## config.mk

```make
export PLATFORM = sky130hd
export DESIGN_NAME = cclimb_rom_loader
export DESIGN_NICKNAME = d
export VERILOG_FILES = /design/src/rtl/cclimb_rom_loader.sv
export SDC_FILE = /design/constraint.sdc
export NUM_CORES = 1
export LEC_CHECK = 0
export ABC_AREA = 0
export CAP_MARGIN = 20
export CORE_MARGIN = 4
export CORE_UTILIZATION = 48
export DETAILED_ROUTE_END_ITERATION = 6
export GPL_TIMING_DRIVEN = 0
export HOLD_SLACK_MARGIN = 0.12
export MAX_ROUTING_LAYER = met4
export PLACE_DENSITY = 0.81
export SYNTH_ARGS = -nofsm -noshare
export SYNTH_HDL_FRONTEND = slang
export SYNTH_SLANG_ARGS = --single-unit
```

## constraint.sdc

```tcl
create_clock -name clk_sys -period 3.32 [get_ports clk_sys]
set_clock_uncertainty 0.15 [all_clocks]
set_input_delay 0.664 -clock clk_sys [delete_from_list [all_inputs] [get_ports clk_sys]]
set_output_delay 0.664 -clock clk_sys [all_outputs]
set_load 0.02 [all_outputs]
```

## src/rtl/cclimb_rom_loader.sv

```systemverilog
// ROM download sequencer: forwards ioctl bytes to the core loader, holds the core in reset
// around downloads, and flags wrong-length images. Optional checksum: CCLIMB_ROM_CHECKSUM_EN.
module cclimb_rom_loader #(
    parameter logic [16:0] EXPECT_SIZE = 17'h0B000,
    parameter logic [15:0] GFX_BASE    = 16'h6000,
    parameter logic [15:0] PROM_BASE   = 16'hA000,
    parameter int          HOLD_CYCLES = 64,
    parameter logic [7:0]  EXPECT_SUM  = 8'h00
) (
    input  logic        clk_sys,
    input  logic        reset,
    input  logic        ioctl_download,
    input  logic        ioctl_wr,
    input  logic [24:0] ioctl_addr,
    input  logic [7:0]  ioctl_dout,
    output logic [15:0] dn_addr,
    output logic [7:0]  dn_data,
    output logic        dn_wr,
    output logic [1:0]  dn_region,
    output logic        core_reset,
    output logic        dl_busy,
    output logic        size_err,
    output logic        cksum_ok
);

    localparam int HW = (HOLD_CYCLES > 1) ? $clog2(HOLD_CYCLES) : 1;
    localparam logic [HW-1:0] HOLD_LAST  = HW'(HOLD_CYCLES - 1);
    localparam logic [24:0]   SIZE_LIMIT = {8'd0, EXPECT_SIZE};

    typedef enum logic [1:0] {
        ST_HOLD = 2'd0,
        ST_RUN  = 2'd1,
        ST_LOAD = 2'd2
    } state_t;

    state_t          state_q;
    state_t          state_d;
    logic [HW-1:0]   hold_cnt;
    logic [16:0]     byte_cnt;
    logic [16:0]     byte_cnt_next;
    logic            in_load;
    logic            in_range;
    logic            wr_ok;
    logic            wr_bad;
    logic            load_entry;
    logic            hold_entry;
    logic            load_exit;
    logic [1:0]      region_d;

    always_comb begin
        state_d = state_q;
        case (state_q)
            ST_HOLD: begin
                if (ioctl_download)
                    state_d = ST_LOAD;
                else if (hold_cnt == HOLD_LAST)
                    state_d = ST_RUN;
            end
            ST_RUN: begin
                if (ioctl_download)
                    state_d = ST_LOAD;
            end
            ST_LOAD: begin
                if (!ioctl_download)
                    state_d = ST_HOLD;
            end
            default: state_d = ST_HOLD;
        endcase
    end

    always_comb begin
        core_reset    = 1'b1;
        dl_busy       = 1'b0;
        in_load       = (state_q == ST_LOAD);
        in_range      = (ioctl_addr < SIZE_LIMIT);
        wr_ok         = 1'b0;
        wr_bad        = 1'b0;
        load_entry    = (state_d == ST_LOAD) && !in_load;
        hold_entry    = (state_d == ST_HOLD) && (state_q != ST_HOLD);
        load_exit     = in_load && !ioctl_download;
        byte_cnt_next = byte_cnt;
        region_d      = 2'd0;
        if (state_q == ST_RUN)
            core_reset = 1'b0;
        if (in_load)
            dl_busy = 1'b1;
        if (in_load && ioctl_wr) begin
            wr_ok  = in_range;
            wr_bad = !in_range;
        end
        if (wr_ok)
            byte_cnt_next = byte_cnt + 17'd1;
        if (ioctl_addr[15:0] >= PROM_BASE)
            region_d = 2'd2;
        else if (ioctl_addr[15:0] >= GFX_BASE)
            region_d = 2'd1;
    end

    // The byte accepted on the download-falling cycle is already folded into byte_cnt_next.
    always_ff @(posedge clk_sys) begin
        if (reset) begin
            state_q   <= ST_HOLD;
            hold_cnt  <= '0;
            dn_wr     <= 1'b0;
            dn_addr   <= 16'd0;
            dn_data   <= 8'd0;
            dn_region <= 2'd0;
            byte_cnt  <= 17'd0;
            size_err  <= 1'b0;
        end else begin
            state_q <= state_d;
            if (hold_entry)
                hold_cnt <= '0;
            else if (state_q == ST_HOLD)
                hold_cnt <= hold_cnt + 1'b1;
            dn_wr <= wr_ok;
            if (wr_ok) begin
                dn_addr   <= ioctl_addr[15:0];
                dn_data   <= ioctl_dout;
                dn_region <= region_d;
            end
            if (load_entry)
                byte_cnt <= 17'd0;
            else
                byte_cnt <= byte_cnt_next;
            if (load_entry)
                size_err <= 1'b0;
            else if (wr_bad || (load_exit && (byte_cnt_next != EXPECT_SIZE)))
                size_err <= 1'b1;
        end
    end

`ifdef CCLIMB_ROM_CHECKSUM_EN
    logic [7:0] sum_q;
    logic [7:0] sum_next;
    logic       cksum_q;

    always_comb begin
        sum_next = sum_q;
        if (wr_ok)
            sum_next = sum_q + ioctl_dout;
    end

    // Verdict is latched only when a download ends, so it stays valid while the core runs.
    always_ff @(posedge clk_sys) begin
        if (reset) begin
            sum_q   <= 8'd0;
            cksum_q <= 1'b1;
        end else begin
            if (load_entry)
                sum_q <= 8'd0;
            else
                sum_q <= sum_next;
            if (load_exit)
                cksum_q <= (sum_next == EXPECT_SUM);
        end
    end

    assign cksum_ok = cksum_q;
`else
    assign cksum_ok = 1'b1;
`endif

endmodule
```

======== After elaboration in Yosys (flattened, before gate mapping) ========
Cells that the tools add are included.
operators by class
  add/sub/neg operators ................... 2
  magnitude comparators ................... 3
  equality and inequality tests ........... 5
  mux-type cells .......................... 12
  reductions and logical operators ........ 14
operators by type and width
  cell                                                                 count
  < comparator 25 x 16 -> 1 bit, second input constant                 1
  adder 17 x 1 -> 17 bit, second input constant                        1
  2-to-1 mux 17 bit                                                    1
  inequality test 17 x 16 -> 1 bit, second input constant              1
  greater-or-equal comparator 16 x 15 -> 1 bit, second input constant  1
  greater-or-equal comparator 16 bit, second input constant            1
  2-to-1 mux 2 bit                                                     5
  adder 6 x 1 -> 6 bit, second input constant                          1
  == test 6 bit, second input constant                                 1
  case mux 2 bit (3 select lines)                                      1
  logical AND 1 bit                                                    5
  2-to-1 mux 1 bit                                                     5
  == test 2 bit, second input constant                                 2
  logical NOT 2 bit                                                    2
  OR reduction 2 bit                                                   2
  logical NOT 1 bit                                                    3
  == test 2 x 1 -> 1 bit, second input constant                        1
  nonzero test 2 bit                                                   1
  logical OR 1 bit                                                     1
storage, ports and cells
  register bits ........................... 53
  bits of input ports ..................... 37
  output and inout port bits .............. 31
  logic and storage cells ................. 44

======== Longest topological paths before layout ========
Gate-level depths: netlist (run 1).
  depth after elaboration ................. 7
  depth in mapped cells ................... 8
  mapped depth without buffers ............ 8

======== Worst setup path before layout (run 1) ========
Ideal clock, no wire load.
  path kind ............................... input port to flip-flop
  from .................................... input ioctl_addr[21]
  to ...................................... register size_err
  setup time .............................. 0.120 ns
  data arrival time ....................... 2.447 ns
  required time ........................... 3.050 ns
  path slack .............................. 0.603 ns
  cell stages on the path ................. 7
  buffers on the path ..................... 0
  path through ............................ or3_4 a31o_4 nor4_4 mux2_1 mux2i_1 nand4b_1 o31a_1
on the way
  word-level cells in the longest chain between the ends .. 6
  elaborated cells on any way between the ends .. 8
  those cells by class .................... 1 x order compare; 1 x eq/ne; 3 x mux; 3 x reduce/logical
ends and longest elaborated chain
  item                              RTL line  source
  start, declared                   14        input logic [24:0] ioctl_addr,
  < comparator 25 x 16 -> 1 bit *   75        in_range = (ioctl_addr < SIZE_LIMIT);
  2-to-1 mux 1 bit                  87        if (in_load && ioctl_wr) begin
  2-to-1 mux 17 bit                 91        if (wr_ok)
  inequality test 17 x 16 -> 1 bit  128       else if (wr_bad || (load_exit && (byte_cnt_next != EXPECT_SIZE)))
  logical AND 1 bit                 128
  logical OR 1 bit *                128
  end signal, assigned              109       size_err <= 1'b0;
  end signal, assigned              127       size_err <= 1'b0;
  end signal, assigned              129       size_err <= 1'b1;
  end, declared                     22        output logic size_err,
Mark *: on every way between the ends. The rest lies on a longest branch, timed or not.
A chain may end at the register's enable or synchronous reset.

======== Worst setup path in the final report (run 1) ========
  from .................................... input ioctl_addr[15]
  to ...................................... register size_err
The elaborated chain is that of the path after synthesis.

==> impl_metrics.env, run 1 <==
export IMPL_status="finished, final reports clean"
export IMPL_numCtsBuffers=5
export IMPL_clock_sinks=53
export IMPL_die_y_um=79.3
export IMPL_htree_num_levels=2
export IMPL_synth_top_cells_by_count="nand2_1, dfxtp_1, a21oi_1"
export IMPL_num_vias=2280
export IMPL_drt_wl_total_mm=5.96
export IMPL_grt_total_usage=0.205
export IMPL_yosys_cell_count_top_type="nand2_1"
export IMPL_powerDensity_nw_per_um2=344
export IMPL_min_delay_start="dn_addr[0]"
export IMPL_diodes=0
export IMPL_slew_viol_final=0
export IMPL_grt_max_degree=18
export IMPL_yosys_cell_types_count=54
export IMPL_cp_end_kind="register"
export IMPL_via_per_inst=5.19
export IMPL_tritoncts="done"
export IMPL_post_dp_cell_area_um2=3180
export IMPL_cts_root_buf="clkbuf_8"
export IMPL_tightestPinTransition_ns=0.684
export IMPL_period_minus_slack_ns=3.11
export IMPL_initial_core_util=0.506
export IMPL_dp_slack_ns=-0.0838
export IMPL_worst_slew_margin_rel=0.543
export IMPL_hold_depth=2
export IMPL_cts_buffer_depth=2
export IMPL_setup_ws_ns=0.213
export IMPL_worstPathMaxFanout=7
export IMPL_die_area_um2=6290
export IMPL_syn_inst=298
export IMPL_synth_edf_count=0
export IMPL_irDropWorstVdd_mv=0.304
export IMPL_layout_cells_non_filler=439
export IMPL_postCtsSetupBuffers=0
export IMPL_fill_cells=405
export IMPL_holdWs_ns=0.309
export IMPL_cap_violations=0
export IMPL_syn_area_um2=2440
export IMPL_drc=0
export IMPL_worstPathRequired_ns=3.38
export IMPL_grt_antenna_before_repair=0
export IMPL_synth_seq_cells=53
export IMPL_synth_area_leaders="dfxtp_1, nand2_1, a21oi_1"
export IMPL_synth_top_flop_cell="dfxtp_1"
export IMPL_fin_crit_sh=0.936
export IMPL_ioPinCount=68
export IMPL_overflow=0
export IMPL_setup_viol_count_final=0
export IMPL_chipWidth_um=79.3
export IMPL_core_region_area_um2=4820
export IMPL_grt_pass1_wl_mm=9.97
export IMPL_clock_latency_ns=0.32
export IMPL_rows=25
export IMPL_synth_warnings=0
export IMPL_synthArstFlopShare=0
export IMPL_nets=410
export IMPL_cts_hold_buf=0
export IMPL_syn_nets=337
export IMPL_seq_area_frac_synth=0.435
export IMPL_critPathLaunchType="primary input"
export IMPL_place_inst=431
export IMPL_r2r_start="byte_cnt[0]"
export IMPL_utilization=0.682
export IMPL_yosys_area_top_type="dfxtp_1"
export IMPL_netlist_area_leader_share=0.435
export IMPL_gp_congestion=0.866
export IMPL_r2r_slack_ns=0.64
export IMPL_hold_path_end="dn_addr[0]"
export IMPL_r2r_end="size_err"
export IMPL_rsz0062_at_grt="false"
export IMPL_grt_pass1_vias=2258
export IMPL_path_clk_slew_ns=0.10
export IMPL_drt_pass1_iter_count=4
export IMPL_path_class="primary input to register"
export IMPL_drive_gt1_frac=0.0511
export IMPL_syn2layout_area_growth_pct=34.6
export IMPL_total_power_mw=1.13
export IMPL_worstPathArrival_ns=3.17
export IMPL_hold_viol=0
export IMPL_drtIter0Drc=125
export IMPL_clock_fmax_mhz=322
export IMPL_dp_hpwl_mm=4.51
export IMPL_r2r_worst_path_cells=8
export IMPL_cts_resized_gates=0
export IMPL_portBuffers=66
export IMPL_hold_class="register to register"
export IMPL_ant_nets=0
export IMPL_finalSetupTns_ns=0
export IMPL_wl_per_cell_um=13.6
export IMPL_leakagePower_nw=1.11
export IMPL_stdcell_area_um2=3280
export IMPL_syn_avg_cell_area_um2=8.19
## cell families (layout without fill, tap and decap cells)
family,after synthesis,count (layout),synth area share
AND/OR/NAND/NOR,149,149,0.305
buffers and inverters,17,91,0.0282
flip-flops,53,53,0.435
other,1,1,0.00154
multiplexers,3,3,0.0128
adder cells (fa/ha/maj),2,2,0.0103
XOR/XNOR,20,20,0.0718
AO/OA/AOI/OAI,53,53,0.135
## cells in the final DEF, fill, tap and decap left out, drive strengths merged, types with 2 or more instances in the layout
master	n
a211oi	2
a21oi	31
a31oi	2
and2	2
and3	5
and4	2
buf	2
clkbuf	17
clkdlybuf4s50	66
dfxtp	53
ha	2
inv	5
mux2i	2
nand2	68
nand2b	3
nand3	9
nand3b	2
nand4	5
nor2	29
nor2b	2
nor3	4
nor3b	3
nor4	5
o21ai	5
or3	4
or4	2
xnor2	9
xor2	11
## area by class of cell
type / instances / area, µm² / share of cell area
clock buffers: 6 / 82.6 / 0.0251
multi-input cells: 228 / 1310 / 0.399
clock inverters: 2 / 17.5 / 0.00533
well taps: 67 / 83.8 / 0.0255
flip-flops and latches: 53 / 1060 / 0.323
inverters: 4 / 15.0 / 0.00457
repair buffers: 66 / 661 / 0.201
plain buffers: 13 / 53.8 / 0.0164
## report_power, final
part           switching, mW  leakage, nW  total [mW]  internal, mW
clock network          0.225       0.0518       0.398         0.174
registers            0.00322        0.428       0.643         0.640
logic                 0.0365        0.629      0.0885        0.0520
## registers in the layout, summed over array words and instances (netlist names)
register	cells
dn_addr	16
dn_data	8
dn_region	2
byte_cnt	17
size_err	1
dn_wr	1
state_q	2
hold_cnt	6
## critical path, cell delays in order
cell,delay (ns)
clkdlybuf4s50_1,0.55
a211oi_1,0.32
nand2_1,0.23
nor4_4,0.38
mux2_1,0.38
mux2i_1,0.20
nand4b_1,0.15
o31a_1,0.30
## how the worst max path moves through the flow
stage	startpoint	endpoint	slack, ns
after floorplan	ioctl_addr[21]	size_err	0.60
after global placement	ioctl_addr[15]	size_err	-0.02
after detailed placement	ioctl_addr[15]	size_err	-0.08
after CTS	ioctl_addr[15]	size_err	0.20
after global routing	ioctl_addr[15]	size_err	0.03
final	ioctl_addr[15]	size_err	0.21
## per-layer routing
layer | GRT usage | routed length [µm]
met1 | 0.230 | 2440
met2 | 0.338 | 2970
met3 | 0.0794 | 473
met4 | 0.0601 | 78
met5 | - | 0
(Power assumes the default switching activity.)
==> run 2, diff against run 1 <==
Settings changed: CTS_BUF_LIST set to sky130_fd_sc_hd__clkbuf_8 sky130_fd_sc_hd__clkbuf_16, CTS_CLUSTER_SIZE set to 20, GPL_ROUTABILITY_DRIVEN set to 0.
==> results of run 2 <==
No change in the layout: final DEF, timing and power equal those of run 1.
==> run 3, diff against run 2 <==
Settings changed: ABC_CLOCK_PERIOD_IN_PS set to 3320, GPL_TIMING_DRIVEN 0 to not set, RECOVER_POWER set to 100.
==> run 3 against run 2 <==
Effect of this change: worst setup slack improved by 0.16 ns; non-clock buffer count decreased by 7; sequential share of layout area rose by 0.22 points; maximum frequency increased by 5.3%; utilization is 0.47 points lower; register-to-register slack better by 0.20 ns; final cell count decreased by 1.6%; power fell by 0.62%; critical path depth did not move; critical path type unchanged; highest routed layer unchanged.
==> impl_metrics.env, run 3 (same netlist as run 1, synthesis figures left out) <==
export IMPL_worstPathRequired_ns=3.43
export IMPL_grt_pass1_vias=2180
export IMPL_slowest_stage="nor3_2"
export IMPL_clock_sinks=53
export IMPL_rows=25
export IMPL_ioPinCount=68
export IMPL_path_buf_inv=1
export IMPL_finalSetupTns_ns=0
export IMPL_r2r_start="byte_cnt[0]"
export IMPL_powerDensity_nw_per_um2=344
export IMPL_tritoncts="done"
export IMPL_drt_met1_wl_mm=2.43
export IMPL_wl_met2_mm=2.88
export IMPL_worst_slew_margin_rel=0.0989
export IMPL_numCtsBuffers=5
export IMPL_overflow=0
export IMPL_worstPathMaxFanout=7
export IMPL_fin_crit_sh=0.889
export IMPL_cts_hold_buf=0
export IMPL_cp_end_kind="register"
export IMPL_wl_per_cell_um=13.7
export IMPL_hold_viol=0
export IMPL_grt_max_degree=32
export IMPL_syn2layout_area_growth_pct=33.7
export IMPL_final_common_cell="nand2_1"
export IMPL_crit_chain="clkdlybuf4s50_1 > a211oi_1 > nand2_1 > nor3_2 > nand3b_2 > and4b_1 > o31ai_1 > o31a_1"
export IMPL_fill_cells=428
export IMPL_portBuffers=66
export IMPL_ant_nets=0
export IMPL_cts_resized_gates=0
export IMPL_clock_fmax_mhz=339
export IMPL_largest_register="byte_cnt"
export IMPL_worstPathArrival_ns=3.06
export IMPL_postCtsSetupBuffers=0
export IMPL_crit_cells=8
export IMPL_largestRegisters="byte_cnt x17, dn_addr x16, dn_data x8"
export IMPL_grt_antenna_before_repair=0
export IMPL_die_y_um=79.3
export IMPL_htree_num_levels=2
export IMPL_top_layer_used="met4"
export IMPL_via_per_inst=5.22
export IMPL_rsz0062_at_grt="false"
export IMPL_die_area_um2=6290
export IMPL_stdcell_area_um2=3260
export IMPL_setup_viol_count_final=0
export IMPL_clock_latency_ns=0.31
export IMPL_hold_class="register to register"
export IMPL_chipWidth_um=79.3
export IMPL_critPathLaunch="ioctl_addr[14]"
export IMPL_slew_viol_final=0
export IMPL_dp_slack_ns=0.119
export IMPL_setup_ws_ns=0.369
export IMPL_drt_wl_total_mm=5.92
export IMPL_path_clk_slew_ns=0.10
export IMPL_r2r_slack_ns=0.84
export IMPL_status="finished, final reports clean"
export IMPL_drt_pass1_iter_count=4
export IMPL_slowest_delay_ns=0.51
export IMPL_critPathLaunchType="primary input"
export IMPL_post_dp_cell_area_um2=3180
export IMPL_grt_pass1_wl_mm=9.89
export IMPL_largest_reg_flops=17
export IMPL_core_region_area_um2=4820
export IMPL_nets=403
export IMPL_dp_hpwl_mm=4.36
export IMPL_cts_buffer_depth=2
export IMPL_cts_root_buf="clkbuf_8"
export IMPL_num_vias=2253
export IMPL_r2r_worst_path_cells=8
export IMPL_initial_core_util=0.506
export IMPL_worst_path_dominant_cell_family="simple AND/OR/NAND/NOR gates"
export IMPL_drc=0
export IMPL_period_minus_slack_ns=2.95
export IMPL_drtIter0Drc=157
export IMPL_path_class="primary input to register"
export IMPL_wl_met3_um=467
export IMPL_drive_gt1_frac=0.0603
export IMPL_grt_total_usage=0.206
export IMPL_worstSetupEndpoint="size_err"
export IMPL_leakagePower_nw=1.19
export IMPL_tightestPinTransition_ns=1.35
export IMPL_diodes=0
export IMPL_cap_violations=0
export IMPL_r2r_end="size_err"
export IMPL_layout_common_cells="nand2_1, dfxtp_1, clkdlybuf4s50_1"
export IMPL_irDropWorstVdd_mv=0.281
## run 3: area by class of cell
class                   instances  area [µm²]  area share
well taps                      67        83.8      0.0257
clock inverters                 2        16.3     0.00499
repair buffers                 72         699       0.214
clock buffers                   6        82.6      0.0253
flip-flops and latches         53        1060       0.325
multi-input cells             228        1300       0.400
inverters                       4        15.0     0.00460
## run 3: where the power goes
group	internal (mW)	total (mW)	switching (mW)	leakage, nW
sequential	0.640	0.644	0.00433	0.428
clock	0.172	0.393	0.221	0.0478
combinational	0.0507	0.0853	0.0345	0.717
## run 3: stage by stage
step	std cells	hold slack, ns	total power [mW]	util
floorplan	298	0.309	0.689	-
global placement	424	0.290	0.745	0.659
detailed placement	424	0.295	0.747	0.659
CTS	432	0.310	1.14	0.680
global route	432	0.323	1.17	0.677
finish	432	0.303	1.12	0.677
## run 3: worst register-to-register path: stages (launching register included)
cell and delay (ns):
dfxtp_1 0.48, ha_1 0.23, and3_1 0.24, nand2_1 0.16, nor4_4 0.21, mux2_1 0.38, mux2i_1 0.14, nand4b_1 0.11
o31a_1 0.29
## run 3: worst min-delay path by stage
stage                             from            to  slack, ns  cells past startpoint
after floorplan            hold_cnt[5]   hold_cnt[5]       0.31                      2
after global placement    dn_region[1]  dn_region[1]       0.29                      2
after detailed placement   dn_addr[14]   dn_addr[14]       0.30                      2
after CTS                  dn_addr[14]   dn_addr[14]       0.31                      2
after global routing       dn_addr[14]   dn_addr[14]       0.32                      2
final                      dn_addr[10]   dn_addr[10]       0.30                      2
## run 3: layer usage
metal / GRT usage / vias to the layer above
li1: - / 1154
met1: 0.232 / 1015
met2: 0.327 / 69
met3: 0.0771 / 15
met4: 0.0876 / 0
met5: - / -
